`src/rtl/ureg_fifo.sv`:
```
// ureg_fifo: 256x16 show-ahead FIFO for the user-register bus.
// The head word is held in a register so q is always valid while non-empty.
// Writing into an empty FIFO bypasses the array straight into that register.
module ureg_fifo #(
    parameter int WIDTH     = 16,
    parameter int ADDR_BITS = 8
) (
    input  logic                 clk,
    input  logic                 rst,
    input  logic [WIDTH-1:0]     data_in,
    input  logic                 wr_req,
    input  logic                 rd_req,
    input  logic                 sclr,
    output logic [WIDTH-1:0]     q,
    output logic                 empty,
    output logic                 full,
    output logic [ADDR_BITS:0]   usedw,
    output logic [15:0]          status
);

    localparam int DEPTH = 1 << ADDR_BITS;
    localparam logic [ADDR_BITS:0] FULL_CNT = (ADDR_BITS + 1)'(DEPTH);
    localparam logic [ADDR_BITS:0] ONE_CNT  = (ADDR_BITS + 1)'(1);

    logic [WIDTH-1:0]     mem [DEPTH];

    logic [ADDR_BITS-1:0] wp_q, wp_d;
    logic [ADDR_BITS-1:0] rp_q, rp_d;
    logic [ADDR_BITS:0]   usedw_q, usedw_d;
    logic [WIDTH-1:0]     head_q, head_d;
    logic                 ovf_q, ovf_d;
    logic                 udf_q, udf_d;

    logic                 empty_w;
    logic                 full_w;
    logic                 push_ok;
    logic                 pop_ok;
    logic                 mem_we;
    logic [ADDR_BITS-1:0] rp_next;

    // Flags come only from the registered count, never from the strobes.
    always_comb begin
        empty_w = (usedw_q == '0);
        full_w  = (usedw_q == FULL_CNT);
    end

    // Accept/reject decisions, pointer and count updates, and head-word selection.
    always_comb begin
        pop_ok  = rd_req && !empty_w;
        // A pop in the same cycle frees the slot, so a full FIFO still takes the push.
        push_ok = wr_req && (!full_w || pop_ok);
        rp_next = rp_q + ADDR_BITS'(1);

        wp_d    = wp_q;
        rp_d    = rp_q;
        usedw_d = usedw_q;
        head_d  = head_q;
        ovf_d   = ovf_q | (wr_req && !push_ok);
        udf_d   = udf_q | (rd_req && !pop_ok);
        mem_we  = 1'b0;

        if (sclr) begin
            wp_d    = '0;
            rp_d    = '0;
            usedw_d = '0;
            head_d  = '0;
            ovf_d   = 1'b0;
            udf_d   = 1'b0;
        end else begin
            mem_we = push_ok;
            if (push_ok) wp_d = wp_q + ADDR_BITS'(1);
            if (pop_ok)  rp_d = rp_next;

            if (push_ok && !pop_ok)      usedw_d = usedw_q + ONE_CNT;
            else if (pop_ok && !push_ok) usedw_d = usedw_q - ONE_CNT;

            if (pop_ok) begin
                // Popping the last word: the new head is the word being pushed now,
                // otherwise q keeps its last value with empty raised.
                if (usedw_q == ONE_CNT) begin
                    if (push_ok) head_d = data_in;
                end else begin
                    head_d = mem[rp_next];
                end
            end else if (push_ok && empty_w) begin
                head_d = data_in;
            end
        end
    end

    // Storage array; no reset needed since the head register masks stale contents.
    always_ff @(posedge clk) begin
        if (mem_we) mem[wp_q] <= data_in;
    end

    // Control and head-word registers with asynchronous reset.
    always_ff @(posedge clk or posedge rst) begin
        if (rst) begin
            wp_q    <= '0;
            rp_q    <= '0;
            usedw_q <= '0;
            head_q  <= '0;
            ovf_q   <= 1'b0;
            udf_q   <= 1'b0;
        end else begin
            wp_q    <= wp_d;
            rp_q    <= rp_d;
            usedw_q <= usedw_d;
            head_q  <= head_d;
            ovf_q   <= ovf_d;
            udf_q   <= udf_d;
        end
    end

    assign q      = head_q;
    assign empty  = empty_w;
    assign full   = full_w;
    assign usedw  = usedw_q;
    assign status = {full_w, empty_w, ovf_q, udf_q, 12'(usedw_q)};

endmodule
```
`config.mk`:
```
export PLATFORM = sky130hd
export DESIGN_NAME = ureg_fifo
export DESIGN_NICKNAME = d
export VERILOG_FILES = /design/src/rtl/ureg_fifo.sv
export SDC_FILE = /design/constraint.sdc
export NUM_CORES = 2
export LEC_CHECK = 0
export CAP_MARGIN = 5
export CORE_ASPECT_RATIO = 0.8
export CORE_UTILIZATION = 35
export DETAILED_ROUTE_END_ITERATION = 8
export SETUP_SLACK_MARGIN = 0.15
export SYNTH_ARGS = -nofsm -noshare
export SYNTH_HDL_FRONTEND = slang
export SYNTH_SLANG_ARGS = --single-unit
export TNS_END_PERCENT = 100
```
`constraint.sdc`:
```
create_clock -name clk -period 4.8 [get_ports clk]
set_input_delay 0.96 -clock clk [delete_from_list [all_inputs] [get_ports clk]]
set_output_delay 0.96 -clock clk [all_outputs]
set_load 0.05 [all_outputs]
```
# ---- Word-level counts from Yosys, hierarchy flattened
# Memory sizes are Yosys's and may differ from the RTL's.
# Cells that the tools add are included.
# W data, S select, Z words.
dict set report totals {
  inputBits 21
  mem_bits_rw 4096
  regBits 43
  wordCells 51
  output_inout_bits 43
  n_memories 1
}
dict set report classes {
  n_mux 17
  n_eq_ne 3
  reduce_logical 18
  n_addsub 4
  bitwise_logic 2
}
# name words word_bits rd rd_ports_with_merged_regs wr line
set memory_table {}
lappend memory_table {mem 256 16 1 0 1 25} ;# logic [WIDTH-1:0] mem [DEPTH];
# cell count
set op_table {}
lappend op_table {{$mux W16} 5}
lappend op_table {{$mux W8} 4}
lappend op_table {{$mux W9} 3}
lappend op_table {{$add A8 B1 Y8 const B} 2}
lappend op_table {{$add A9 B1 Y9 const B} 1}
lappend op_table {{$eq A9 B1 Y1 const B} 1}
lappend op_table {{$eq A9 B9 Y1 const B} 1}
lappend op_table {{$logic_not A9 Y1} 1}
lappend op_table {{$sub A9 B1 Y9 const B} 1}
lappend op_table {{$logic_and A1 B1 Y1} 7}
lappend op_table {{$reduce_bool A3 Y1} 2}
lappend op_table {{$mux W1} 5}
lappend op_table {{$logic_not A1 Y1} 4}
lappend op_table {{$ne A4 B4 Y1 const B} 1}
lappend op_table {{$reduce_bool A2 Y1} 2}
lappend op_table {{$or A1 B1 Y1} 2}
lappend op_table {{$reduce_and A2 Y1} 1}
lappend op_table {{$logic_or A1 B1 Y1} 1}

# ---- Longest topological paths before layout
dict set report logic_depth {
  depth_word 10
  ltp_mapped 13
  ltp_nobuf 10
}

# ---- Worst setup path before layout
# Ideal clock, no wire load.
dict set report synth_timing {
  kind {register to output}
  startpoint {register usedw_q[4], in the netlist usedw[4]}
  endpoint {output port status[14]}
  arrival_ns 2.655
  n_path_buf 1
  required_time_ns 3.840
  path_slack_ns 1.185
  stages_incl_launch_ff 4
  path_cell_list {dfrtp_1 > or4_4 > nor4_2 > buf_4}
}
dict set report synth_via {
  elab_chain_len 1
}
# item line
set synth_rtl {}
lappend synth_rtl {{from (decl)} 29} ;# logic [ADDR_BITS:0] usedw_q, usedw_d;
lappend synth_rtl {{from (signal assigned)} 108} ;# usedw_q <= usedw_d;
lappend synth_rtl {{$logic_not A9 Y1} 43} ;# empty_w = (usedw_q == '0);
lappend synth_rtl {{to (decl)} 18} ;# output logic [15:0] status
# No other way between the ends.

# ---- Worst setup path in the final report
dict set report layout_timing {
  startpoint {register rp_q[0]}
  endpoint {register head_q[10], in the netlist q[10]}
}
dict set report layout_via {
  elab_chain_len 5
}
# item line
set layout_rtl {}
lappend layout_rtl {{from (decl)} 28} ;# logic [ADDR_BITS-1:0] rp_q, rp_d;
lappend layout_rtl {{from (signal assigned)} 107} ;# rp_q <= rp_d;
lappend layout_rtl {{$add A8 B1 Y8} 52} ;# rp_next = rp_q + ADDR_BITS'(1);
lappend layout_rtl {{$mem_v2 Z256 W16} -}
lappend layout_rtl {{$mux W16} 80} ;# if (usedw_q == ONE_CNT) begin
lappend layout_rtl {{$mux W16} 77} ;# if (pop_ok) begin
lappend layout_rtl {{$mux W16} 62} ;# if (sclr) begin
lappend layout_rtl {{to (signal assigned)} 102} ;# head_q <= '0;
lappend layout_rtl {{to (signal assigned)} 109} ;# head_q <= head_d;
lappend layout_rtl {{to (decl)} 30} ;# logic [WIDTH-1:0] head_q, head_d;
# No other way between the ends.
# A chain may end at the register's enable or synchronous reset.

==> key figures <==
Cells and area
  – Footprint of the multi-input gates: 0.0339 mm^2
  – Final Cell Area: 0.185 mm^2
  – Layout fillers: 39900
  – Fraction of layout cells with a size suffix above 1: 19.6%
  – FF+latch area: 0.124 mm^2
  – Area Overhead vs Synth: 15.3%
  – Nets@finish: 9566

Floorplan
  – Core ar.: 0.454 mm^2
  – Die area: 0.460 mm^2
  – Die Span X: 758 um
  – Num ports: 64
  – Die height: 607 um
  – Initial cell density of the core: 35.3%
  – Cell Rows: 221

STA
  – RSZ-0062 raised after global routing: false
  – Final-report max-slew violation count: 0
  – Worst-Margin Slew: 1.43 ns
  – Worst setup slack after layout: 0.0662 ns
  – Hold Fails Final Rpt: 0
  – Period Utilization, post-route: 98.6%
  – Slew Limit Headroom: 3.98%
  – # setup viols final: 0
  – Fmax achieved: 211 MHz
  – Clock period minus final worst setup slack: 4.73 ns
  – Final Skew: 0.0599 ns

Route
  – DRT Pass-1 Iters: 7
  – 1st-iter DRT viols: 13300
  – Detailed-route vias per instance: 5.61
  – ANT nets after route: 0
  – DRC Markers: 0
  – Routed wire per std cell: 29.4 um
  – Drt total wl: 467000 um
  – Via count: 89200

CTS
  – CTS max path bufs: 4
  – Worst-path clk slew: 0.07 ns
  – Number of clock sinks: 4139
  – CTS Hold Bufs: 0
  – CTS buffer count: 399
  – Htree depth: 5
  – Clk_lat worst skew: 0.95 ns
  – CTS tree: built
  – Root Buffer: clkbuf_16

Synth
  – Synth Instances: 8997
  – Synth top cells by count: edfxtp_1 (4096), nand2_1 (1606), mux4_2 (602)
  – Synth warnings: 0
  – Mapped cell area: 0.160 mm^2
  – Area leader, netlist: edfxtp_1
  – Post-synth EDFFs: 4096
  – Seq/Total Area, Yosys: 77.5%
  – Yosys cell types: 65
  – Syn_area_per_cell: 17.8 um^2
  – Top-count cell post-synth: edfxtp_1
  – Fraction of registers with async set/reset: 1.04%
  – Share of the synthesized area in the top cell type: 76.8%
  – Synth area leaders: edfxtp_1 (77%), mux4_2 (8.5%), nand2_1 (3.8%), mux2i_1 (2.3%), nand3_1 (1.6%)
  – Synthesized flop and latch total: 4139
  – Top FF cell, synth: edfxtp_1

Worst setup path
  – Setup crit end kind: flop
  – Data required, critical path: 5.60 ns
  – Worst path max stage delay: 0.89 ns
  – Critical path fanouts, max: 28
  – Arrival @ worst endpoint: 5.53 ns
  – Kind of critical path: reg2reg
  – Top cell by count, worst path: buf_12
  – Cell breakdown of the critical path: ha_4 > buf_12 > buf_12 > mux4_2 > mux2i_1 > a22oi_1 > nand3_1 > nand2_1 > nor4_1 > o31ai_1
  – Reg2reg path depth: 10
  – Highest-delay cell along the critical path: nor4_1
  – Critical Path Source Type: flop

Power
  – Reg power frac: 44.6%
  – Combinational Power Share: 21.3%
  – Switching Fraction: 28.6%
  – Clk pwr share: 34.1%
  – VDD IR max: 0.000424 V
  – Sw power: 25.7 mW
  – Static Leak: 57.2 nW
  – Total power: 89.7 mW
  – PwrDens: 486 mW/mm^2
  – Cell Int Power: 64.0 mW

Run status
  – Outcome: finished, final reports clean

Placed design
  – PortBufs: 60
  – Dpl hpwl: 283000 um
  – Setup WS pre-CTS: -0.0817 ns
  – Routability cong.: 0.876
  – Placed Area: 0.172 mm^2

Global routing
  – Total track usage: 19.9%
  – Initial antenna violation count: 22
  – Largest net degree at the start of global routing: 133
  – Aggregate global routing overflow: 0
  – Vias in the first global route: 87300
  – First-pass GRT wire length: 659000 um

Hold path
  – Hold crit path type: in2reg
  – Worst hold stages: 1

Flow run
  – Max Cap Violations: 0
## kinds of logic after synthesis
group,Yosys count,share of synthesized area (%)
AO/OA/AOI/OAI,715,3.25
XOR/XNOR,25,0.141
adder cells (fa/ha/maj),9,0.0703
buffers and inverters,580,1.68
flip-flops,4139,77.5
multiplexers,978,10.8
other,1,0.00234
AND/OR/NAND/NOR,2550,6.58
## metrics by stage
step / std cells / util [%] / hold slack [ns] / setup TNS (ns)
after floorplan: 8999 / - / 0.464 / 0
after global placement: 15200 / 37.9 / 0.482 / -0.0464
after detailed placement: 15200 / 37.9 / 0.498 / -0.122
after CTS: 15900 / 40.6 / 0.430 / 0
after global routing: 15900 / 40.6 / 0.445 / 0
final: 15900 / 40.6 / 0.468 / 0
## timing repair
action,in CTS,in global routing
setup buffers,0,0
setup endpoints to repair,2,1
gates resized for setup,2,1
## registers in the layout, summed over array words and instances (netlist names)
register	cells
ovf_q	1
udf_q	1
usedw	9
rp_q	8
wp_q	8
mem	4096
q	16
## layout make-up
type | instances | area share [%]
Clock buffer | 496 | 5.71
Timing Repair Buffer | 706 | 3.60
Multi-Input combinational cell | 4280 | 18.3
Sequential cell | 4139 | 67.2
Tap cell | 6021 | 4.08
Inverter | 10 | 0.0203
Antenna cell | 13 | 0.0176
Clock inverter | 227 | 1.04
## worst paths after layout
check,startpoint,endpoint,slack (ns)
worst max-delay path,rp_q[0],q[10],0.07
worst min-delay path,data_in[5],mem[17][5],0.47
worst max register to register,rp_q[0],q[10],0.07
worst min register to register,udf_q,udf_q,0.51
max in group asynchronous,rst,wp_q[6],3.29
min in group asynchronous,rst,usedw[8],0.50
## power by group through the flow
stage | clock [mW] | combinational [mW] | sequential (mW)
2_1_floorplan | 0 | 11.2 | 40.9
3_3_place_gp | 0 | 18.7 | 40.8
3_5_place_dp | 0 | 18.9 | 40.8
4_1_cts | 30.9 | 19.0 | 40.0
5_1_grt | 32.3 | 20.0 | 40.0
6_report | 30.6 | 19.1 | 40.0
## worst max-delay path, delay by kind of cell, from the launching register on
| kind | cells | cell delay (ns) |
|---|---|---|
| multiplexers | 2 | 0.97 |
| AO/OA/AOI/OAI | 2 | 0.35 |
| AND/OR/NAND/NOR | 3 | 1.42 |
| adder cells (fa/ha/maj) | 1 | 0.66 |
| flip-flops | 1 | 0.56 |
| buffers and inverters | 2 | 0.54 |
## per-layer routing
| layer | up-vias | wire length, um | global-route usage, % |
|---|---|---|---|
| met5 | - | 54 | 0 |
| met4 | 8 | 17200 | 6.66 |
| met3 | 803 | 56900 | 5.49 |
| met2 | 5164 | 201000 | 28.9 |
| met1 | 46500 | 192000 | 28.7 |
| li1 | 36700 | - | - |
## layout by cell type, fill, tap and decap left out, drive strengths merged, types with 36 or more instances in the layout
master and instances:
a31oi 225, dfrtp 43, a32oi 204, o21ai 64
nor2 301, buf 662, clkdlybuf4s50 44, a21oi 65
nand2 1607, edfxtp 4096, mux2i 372, clkbuf 496
mux4 602, nand3 525, clkinv 184, nand4 36
(Power assumes the default switching activity.)
